## src/rtl/pipe_stage_regs_pkg.sv

```systemverilog
// Shared definitions for the elastic inter-stage pipeline register.
// Holds the zero constants, default widths, handshake state encoding
// and the bit positions inside the control-flag bundle.
package pipe_stage_regs_pkg;

   localparam logic [31:0] zeroword = 32'h0000_0000;
   localparam logic        zero     = 1'b0;

   localparam int PIPE_DATA_W = 32;
   localparam int PIPE_RD_W   = 5;

   // Control-bundle bit positions
   localparam int CTRL_JAL     = 0;
   localparam int CTRL_JALR    = 1;
   localparam int CTRL_LUI     = 2;
   localparam int CTRL_UTYPE   = 3;
   localparam int CTRL_MEM2REG = 4;
   localparam int CTRL_REGWR   = 5;

   typedef enum logic [1:0] {
      ST_EMPTY = 2'd0,
      ST_ONE   = 2'd1,
      ST_FULL  = 2'd2
   } pipe_state_e;

   // Number of entries held in a given state
   function automatic logic [1:0] occ_of(input pipe_state_e st);
      case (st)
         ST_ONE:  occ_of = 2'd1;
         ST_FULL: occ_of = 2'd2;
         default: occ_of = 2'd0;
      endcase
   endfunction

endpackage

```

## src/rtl/pipe_stage_regs_entry.sv

```systemverilog
// pipe_entry_reg: one {valid, ctrl, rd, data} storage slot.
// clr kills the slot (valid and ctrl to 0, data/rd kept), load writes every
// field, drop clears only valid. Priority: clr > load > drop.
module pipe_entry_reg
   import pipe_stage_regs_pkg::*;
#(
   parameter int DW = 160,
   parameter int CW = 6,
   parameter int RW = 5
) (
   input  logic          clk,
   input  logic          rst_n,
   input  logic          clr,
   input  logic          load,
   input  logic          drop,
   input  logic          d_valid,
   input  logic [CW-1:0] d_ctrl,
   input  logic [RW-1:0] d_rd,
   input  logic [DW-1:0] d_data,
   output logic          q_valid,
   output logic [CW-1:0] q_ctrl,
   output logic [RW-1:0] q_rd,
   output logic [DW-1:0] q_data
);

   // Slot update: kill, load or drop the held entry
   always_ff @(posedge clk or negedge rst_n) begin
      if (!rst_n) begin
         q_valid <= zero;
         q_ctrl  <= '0;
         q_rd    <= '0;
         q_data  <= '0;
      end else if (clr) begin
         q_valid <= zero;
         q_ctrl  <= '0;
      end else if (load) begin
         q_valid <= d_valid;
         q_ctrl  <= d_ctrl;
         q_rd    <= d_rd;
         q_data  <= d_data;
      end else if (drop) begin
         q_valid <= zero;
      end
   end

endmodule

```

## src/rtl/pipe_stage_regs.sv

```systemverilog
// pipe_stage_regs: elastic pipeline register between two stages.
// A main slot drives the out_* ports and a skid slot absorbs the one entry
// that can arrive while the consumer stalls, so in_ready depends only on
// registered state.
// Handshake: a transfer happens on a rising edge where valid and ready are
// both high; the producer holds its entry stable until in_ready is seen.
// flush kills both slots synchronously and drops any entry offered with it.
// Optional macro PIPE_CTRL_GATE_EN: when defined, out_ctrl is forced to zero
// whenever out_valid is low; otherwise it shows the main slot's flags as is.
module pipe_stage_regs
   import pipe_stage_regs_pkg::*;
#(
   parameter int DATA_W = PIPE_DATA_W,
   parameter int DATA_N = 5,
   parameter int CTRL_W = 6,
   parameter int RD_W   = PIPE_RD_W
) (
   input  logic                     clk,
   input  logic                     rst_n,
   input  logic                     flush,
   input  logic                     in_valid,
   output logic                     in_ready,
   input  logic [DATA_W*DATA_N-1:0] in_data,
   input  logic [CTRL_W-1:0]        in_ctrl,
   input  logic [RD_W-1:0]          in_rd,
   output logic                     out_valid,
   input  logic                     out_ready,
   output logic [DATA_W*DATA_N-1:0] out_data,
   output logic [CTRL_W-1:0]        out_ctrl,
   output logic [RD_W-1:0]          out_rd,
   output logic [1:0]               occupancy
);

   localparam int DW = DATA_W * DATA_N;

   pipe_state_e state, state_nxt;

   logic          main_load, main_from_skid, main_drop;
   logic          skid_load, skid_drop;
   logic          main_valid, skid_valid;
   logic [CTRL_W-1:0] main_ctrl, skid_ctrl;
   logic [RD_W-1:0]   main_rd, skid_rd;
   logic [DW-1:0]     main_data, skid_data;

   logic          main_d_valid;
   logic [CTRL_W-1:0] main_d_ctrl;
   logic [RD_W-1:0]   main_d_rd;
   logic [DW-1:0]     main_d_data;

   assign in_ready = (state != ST_FULL);

   // Next-state and slot-control decode from state and both handshake sides
   always_comb begin
      state_nxt      = state;
      main_load      = 1'b0;
      main_from_skid = 1'b0;
      main_drop      = 1'b0;
      skid_load      = 1'b0;
      skid_drop      = 1'b0;
      case (state)
         ST_EMPTY: begin
            if (in_valid) begin
               main_load = 1'b1;
               state_nxt = ST_ONE;
            end
         end
         ST_ONE: begin
            if (in_valid && out_ready) begin
               main_load = 1'b1;
            end else if (in_valid) begin
               skid_load = 1'b1;
               state_nxt = ST_FULL;
            end else if (out_ready) begin
               main_drop = 1'b1;
               state_nxt = ST_EMPTY;
            end
         end
         ST_FULL: begin
            if (out_ready) begin
               main_load      = 1'b1;
               main_from_skid = 1'b1;
               skid_drop      = 1'b1;
               state_nxt      = ST_ONE;
            end
         end
         default: state_nxt = ST_EMPTY;
      endcase
      if (flush) state_nxt = ST_EMPTY;
   end

   // Main slot source: the skid entry drains first so it is never overtaken
   always_comb begin
      main_d_valid = main_from_skid ? skid_valid : 1'b1;
      main_d_ctrl  = main_from_skid ? skid_ctrl  : in_ctrl;
      main_d_rd    = main_from_skid ? skid_rd    : in_rd;
      main_d_data  = main_from_skid ? skid_data  : in_data;
   end

   // Handshake state and its registered occupancy count
   always_ff @(posedge clk or negedge rst_n) begin
      if (!rst_n) begin
         state     <= ST_EMPTY;
         occupancy <= 2'd0;
      end else begin
         state     <= state_nxt;
         occupancy <= occ_of(state_nxt);
      end
   end

   pipe_entry_reg #(.DW(DW), .CW(CTRL_W), .RW(RD_W)) u_main (
      .clk     (clk),
      .rst_n   (rst_n),
      .clr     (flush),
      .load    (main_load),
      .drop    (main_drop),
      .d_valid (main_d_valid),
      .d_ctrl  (main_d_ctrl),
      .d_rd    (main_d_rd),
      .d_data  (main_d_data),
      .q_valid (main_valid),
      .q_ctrl  (main_ctrl),
      .q_rd    (main_rd),
      .q_data  (main_data)
   );

   pipe_entry_reg #(.DW(DW), .CW(CTRL_W), .RW(RD_W)) u_skid (
      .clk     (clk),
      .rst_n   (rst_n),
      .clr     (flush),
      .load    (skid_load),
      .drop    (skid_drop),
      .d_valid (1'b1),
      .d_ctrl  (in_ctrl),
      .d_rd    (in_rd),
      .d_data  (in_data),
      .q_valid (skid_valid),
      .q_ctrl  (skid_ctrl),
      .q_rd    (skid_rd),
      .q_data  (skid_data)
   );

   assign out_valid = main_valid;
   assign out_data  = main_data;
   assign out_rd    = main_rd;

`ifdef PIPE_CTRL_GATE_EN
   assign out_ctrl = main_ctrl & {CTRL_W{main_valid}};
`else
   assign out_ctrl = main_ctrl;
`endif

endmodule
```

## config.mk

```make
export PLATFORM = sky130hd
export DESIGN_NAME = pipe_stage_regs
export DESIGN_NICKNAME = d
export VERILOG_FILES = /design/src/rtl/pipe_stage_regs_pkg.sv /design/src/rtl/pipe_stage_regs_entry.sv /design/src/rtl/pipe_stage_regs.sv
export SDC_FILE = /design/constraint.sdc
export NUM_CORES = 1
export LEC_CHECK = 0
export BUFFER_PORTS_ARGS = -buffer_cell sky130_fd_sc_hd__buf_2
export CORE_MARGIN = 1.5
export CORE_UTILIZATION = 40
export CTS_CLUSTER_DIAMETER = 80
export DETAILED_ROUTE_END_ITERATION = 8
export SLEW_MARGIN = 20
export SYNTH_ARGS = -nofsm -noshare
export SYNTH_HDL_FRONTEND = slang
export SYNTH_SLANG_ARGS = --single-unit
export TNS_END_PERCENT = 10
```

## constraint.sdc

```tcl
create_clock -name clk -period 4.05 [get_ports clk]
set_clock_uncertainty 0.05 [all_clocks]
set_input_delay 0.81 -clock clk [delete_from_list [all_inputs] [get_ports clk]]
set_output_delay 0.81 -clock clk [all_outputs]
set_load 0.03 [all_outputs]
```

==> flow_summary.yaml, run 1 <==
synthesis:
  synth_area_um2: 15200
  postSynthAreaPerCell_um2: 16.0
  syn-instance-count: 946
  synth-async-reset-ratio: 1.00
  synth_top_area_frac: 0.574
  yosys-top-cells-area: "dfrtp_1, mux2_2, mux2_4"
  ys_seq_area_frac: 0.574
  ys.flop_type: "dfrtp_1"
  synth_cell_type_count: 28
  yosysWarnings: 0
  synth-seq-cells: 348
  synth_edf_count: 0
  yosys.area.top_type: "dfrtp_1"
  synthesis.nets: 1122
layout:
  num-nets-final: 1477
  multiInputGateArea_um2: 6070
  regArea_um2: 8710
  fillers: 3339
  syn_to_final_growth_pct: 23.9
  final_common_cell: "mux2_2"
  most-common-layout-cells: "mux2_2, buf_2, dfrtp_1"
  utilization: 0.501
  drive_above_1_share: 0.674
worst_hold_path:
  min_path_type: "primary input to asynchronous set/reset pin"
sta:
  fmax_mhz: 417
  setup_viol: 0
  fin_tns_setup_ns: 0
  grt_setup_unrepaired: "false"
  slew_headroom: 0.514
  fin_crit_sh: 0.593
  tightest_slew_ns: 0.729
  post-route-min-period_ns: 2.40
  slew_violations: 0
  fin_hold_ws_ns: 0.249
  finalHoldViolCount: 0
power:
  power.leakage_nw: 8.73
  peakVddDrop_mv: 0.336
  p_per_area_nw_per_um2: 570
critical_path:
  rr_endpoint: "u_main.q_data[25]"
  worstPathRequired_ns: 4.42
  startpoint_type: "register"
  endpoint_kind: "register"
  r2r_cells: 5
  r2r_slack_ns: 1.65
  crit_start: "state[1]"
  critPathMaxFanout: 19
  crit_type: "register to register"
  endpoint: "u_main.q_data[25]"
  cp.arrival_ns: 2.77
  r2r_start: "state[1]"
floorplanning:
  core_area_um2: 37500
  ios: 351
  die_y_um: 198
  die-area_um2: 39100
  start_util: 0.405
  row_count: 71
  dieWidth_um: 198
drt:
  wl_met2_um: 16000
  drt_wl_total_um: 33900
  antenna_left: 0
  via_per_inst: 4.90
  remaining_drc_errors: 0
  dr.pass1.iters: 4
  vias: 9052
  first_iter_violations: 294
  wl_met3_um: 2530
  top_layer: "met5"
  drt-met1-wl_um: 14500
  wl_per_cell_um: 18.3
clock_tree:
  cts_resized: 0
  cts.clk_slew.worst_paths_ns: 0.06
  htree_levels: 2
  clock_sinks: 348
  cts-root-buf: "clkbuf_16"
  cts_hold_buf: 0
  clock_path_buffers: 3
  clock_latency_ns: 0.54
  cts_buffers: 40
  post_cts.repair.setup_buffers: 0
  cts_tree: "built"
grt:
  grt_max_degree: 88
  grt-ovfl-total: 0
  antenna_found_initial: 10
  grt_pass1_vias: 9541
  grt_use_total: 0.174
  grt_pass1_wl_um: 53500
placed_design:
  io_buffers: 350
  place_congestion: 0.735
  dpl.hpwl_um: 22600
job:
  cap_violations: 0
run_status:
  status: "complete, no violations"
==> cell type report <==
cell class	instances	area share
diodes	5	0.000666
clock buffers	61	0.0639
flip-flops and latches	348	0.463
inverters	1	0.000200
clock inverters	10	0.00666
repair buffers	370	0.108
multi-input cells	540	0.323
well taps	511	0.0340
==> sequential cells by signal (all words and copies together), names as in the netlist <==
| signal | count |
|---|---|
| occupancy | 2 |
| u_skid.q_rd | 5 |
| u_main.q_rd | 5 |
| u_skid.q_data | 160 |
| u_main.q_data | 160 |
| u_main.q_ctrl | 6 |
| u_skid.q_ctrl | 6 |
| state | 2 |
| u_main.q_valid | 1 |
| u_skid.q_valid | 1 |
==> metrics by stage <==
stage               area [um2]  power (mW)  setup WS (ns)  instances
floorplan                15200        6.36           1.93        946
detailed placement       17500        7.20           1.29       1770
finish                   18800        10.7           1.65       1846
global route             18800        11.3           1.55       1844
CTS                      18800        10.9           1.65       1841
global placement         17500        7.11           1.33       1770
==> per-layer routing <==
| metal | track usage | vias to the layer above |
|---|---|---|
| met5 | 0 | - |
| met4 | 0.0599 | 10 |
| met3 | 0.0635 | 57 |
| met2 | 0.272 | 240 |
| met1 | 0.222 | 4607 |
| li1 | - | 4138 |
==> critical path, stage by stage (launching register included) <==
cell      delay, ns
dfrtp_1        0.45
nand2b_1       0.24
o21ai_1        0.25
and2b_4        0.49
buf_4          0.41
mux2_2         0.37
==> how the worst min path moves through the flow <==
stage | from | to | slack, ns | cells past startpoint
after CTS | rst_n | u_skid.q_data[143] | 0.25 | 1
after detailed placement | u_skid.q_valid | u_skid.q_valid | 0.42 | 1
after global routing | rst_n | u_skid.q_data[143] | 0.29 | 1
final | rst_n | u_skid.q_data[143] | 0.25 | 1
after global placement | u_skid.q_valid | u_skid.q_valid | 0.41 | 1
after floorplan | u_skid.q_valid | u_skid.q_valid | 0.40 | 1
==> synthesized netlist by cell type (2+ instances only) <==
library cell	instances
a21oi_1	2
a22o_1	6
buf_2	28
buf_4	14
buf_6	14
dfrtp_1	348
mux2_1	36
mux2_2	419
mux2_4	40
mux2i_1	7
nand2_1	2
nand2b_1	4
nor2_1	4
o21ai_0	2
o2bb2ai_1	6
or2_2	2
==> power by group <==
group          total, mW  leakage [nW]  switching [mW]  internal (mW)
Combinational       2.40          3.87            1.33           1.07
Clock               3.62         0.659            1.39           2.23
Sequential          4.70          4.21           0.397           4.31
==> cells by family (layout without fill, tap and decap cells) <==
logic type | after synthesis | in the layout | synth area share
buffers and inverters | 58 | 442 | 0.0270
DFF | 348 | 348 | 0.574
and+or+nand+nor | 18 | 18 | 0.00717
muxes | 502 | 502 | 0.382
AOI/OAI and AO/OA | 20 | 20 | 0.00998
other | 0 | 5 | 0
(Power assumes the default switching activity.)
==> run 2, diff against run 1 <==
Clock period 4.05 ns to 1.9 ns, I/O delays scaled along.
==> run 2 against run 1 <==
Against the previous run: global-route usage rose by 0.46 points; critical path depth rose by 1; largest cell class unchanged; combinational power rose by 120%; critical endpoint is now u_main.q_data[104]; flip-flop and latch count did not move.
==> flow_summary.yaml, run 2 (same netlist as run 1, synthesis figures left out) <==
critical_path:
  crit_path_max_incr_delay_ns: 0.40
  worstPathRequired_ns: 2.27
  cp_num_buf_inv: 3
  rr_endpoint: "u_main.q_data[104]"
  worstPathCellList: "buf_4 -> nand3b_4 -> buf_12 -> buf_16 -> mux2_2 -> mux2_2"
  r2r_slack_ns: 0.04
  crit_type: "register to register"
  critical_path.slowest_cell: "dfrtp_1"
  endpoint_kind: "register"
  critPathMaxFanout: 21
  startpoint_type: "register"
  r2r_cells: 6
  cp.arrival_ns: 2.23
  critical-path-top-delay-family: "multiplexers"
  r2r_start: "state[1]"
  cpMostUsedCell: "mux2_2"
sta:
  timing.final.ws_setup_ns: 0.0350
  fmax_mhz: 536
  post-route-min-period_ns: 1.86
  fin_hold_ws_ns: 0.0328
  slew_violations: 0
  fin_crit_sh: 0.982
  finalHoldViolCount: 0
  tightest_slew_ns: 0.614
  grt_setup_unrepaired: "true"
  setup_viol: 0
  slew_headroom: 0.589
floorplanning:
  die_y_um: 198
  start_util: 0.405
  dieWidth_um: 198
  row_count: 71
  die-area_um2: 39100
  core_area_um2: 37500
  ios: 351
clock_tree:
  cts_tree: "built"
  htree_levels: 2
  cts.clk_slew.worst_paths_ns: 0.06
  clock_latency_ns: 0.54
  clock_path_buffers: 3
  clock_sinks: 348
  cts-root-buf: "clkbuf_16"
  cts_buffers: 39
placed_design:
  dpl.hpwl_um: 24800
  io_buffers: 350
  dp_worst_setup_slack_ns: -0.0855
  place_congestion: 0.758
power:
  clock_power_share: 0.329
  p_sw_mw: 6.66
  p_sw_frac: 0.291
  p_int_mw: 16.2
  power_frac_comb: 0.233
  p_seq_frac: 0.439
  peakVddDrop_mv: 0.802
  p_per_area_nw_per_um2: 1150
  power.leakage_nw: 9.24
layout:
  num-nets-final: 1554
  most-common-layout-cells: "mux2_2, buf_2, dfrtp_1"
  largestRegisters: "u_main.q_data: 160 flops, u_skid.q_data: 160 flops"
  syn_to_final_growth_pct: 30.8
  drive_above_1_share: 0.676
  final_common_cell: "mux2_2"
worst_hold_path:
  min_to: "u_skid.q_data[159]"
  min_path_type: "primary input to register"
  holdPathStages: 2
  worstHoldStart: "in_data[159]"
grt:
  grt_pass1_vias: 9715
  grt-ovfl-total: 0
  antenna_found_initial: 6
  grt_pass1_wl_um: 54700
  grt_max_degree: 54
  grt_use_total: 0.179
drt:
  vias: 9334
  dr.pass1.iters: 4
  drt_wl_total_um: 34900
  via_per_inst: 4.86
  wl_per_cell_um: 18.2
  antenna_left: 0
  remaining_drc_errors: 0
  first_iter_violations: 282
run_status:
  status: "complete, no violations"
job:
  cap_violations: 0
==> run 2: cell types whose count changed in the layout (fill, tap and decap cells not counted), moves of 2 or more <==
cell / change
mux2_4: +6
buf_12: +28
diode_2: +2
buf_4: +23
mux2_2: -5
dlygate4sd3_1: +23
buf_16: +2
nand2b_1: -2
clkinv_2: -2
buf_6: +2
clkbuf_8: -4
==> run 2: worst max-delay path by stage <==
stage	from	to	cells past startpoint
2_1_floorplan	state[0]	u_main.q_data[109]	6
3_3_place_gp	out_ready	u_skid.q_data[114]	6
3_5_place_dp	out_ready	u_main.q_rd[4]	6
4_1_cts	state[0]	u_main.q_data[33]	6
5_1_grt	state[1]	u_main.q_data[156]	7
6_report	state[1]	u_main.q_data[104]	6
==> run 2: repair_timing <==
item	CTS	global route
hold buffers	23	0
endpoints found under the hold margin	61	0
gates cloned	0	1
setup buffers	0	9
pin swaps	0	0
endpoints found under the setup margin	38	97
gates resized for setup	6	8
==> run 2: worst reg2reg max path, stage by stage (launching register included) <==
cell	delay [ns]
dfrtp_1	0.40
buf_4	0.15
nand3b_4	0.14
buf_12	0.19
buf_16	0.20
mux2_2	0.37
mux2_2	0.26
==> run 2: stage by stage <==
step | instances | utilization | setup TNS [ns] | power (mW) | area, um2
2_1_floorplan | 946 | - | 0 | 13.6 | 15200
3_3_place_gp | 1815 | 0.485 | -1.50 | 15.3 | 18200
3_5_place_dp | 1815 | 0.485 | -6.69 | 15.5 | 18200
4_1_cts | 1904 | 0.525 | 0 | 23.2 | 19700
5_1_grt | 1917 | 0.529 | -1.08 | 24.0 | 19800
6_report | 1921 | 0.529 | 0 | 22.9 | 19800
==> run 2: layout make-up <==
type                       instances  area [um2]
antenna                            7        17.5
clock buffer                      58        1150
clock inverter                     8         115
fill                            3192       17600
inverter                           1        3.75
multi-input combinational        540        6110
sequential                       348        8710
tap                              511         639
timing repair buffer             448        3100
==> run 2: layer usage <==
layer / vias up / share of wire / global-route usage
met4: 0 / 0.026 / 0.0687
met5: - / 0 / 0
met3: 52 / 0.059 / 0.0465
li1: 4294 / - / -
met1: 4755 / 0.45 / 0.239
met2: 233 / 0.47 / 0.277
==> run 2: power groups by stage <==
stage | registers (mW) | logic, mW | clock network, mW
final | 10.0 | 5.32 | 7.51
after global routing | 10.3 | 5.67 | 8.03
after CTS | 10.0 | 5.37 | 7.75
after detailed placement | 10.2 | 5.31 | 0
after global placement | 10.1 | 5.22 | 0
after floorplan | 11.5 | 2.08 | 0
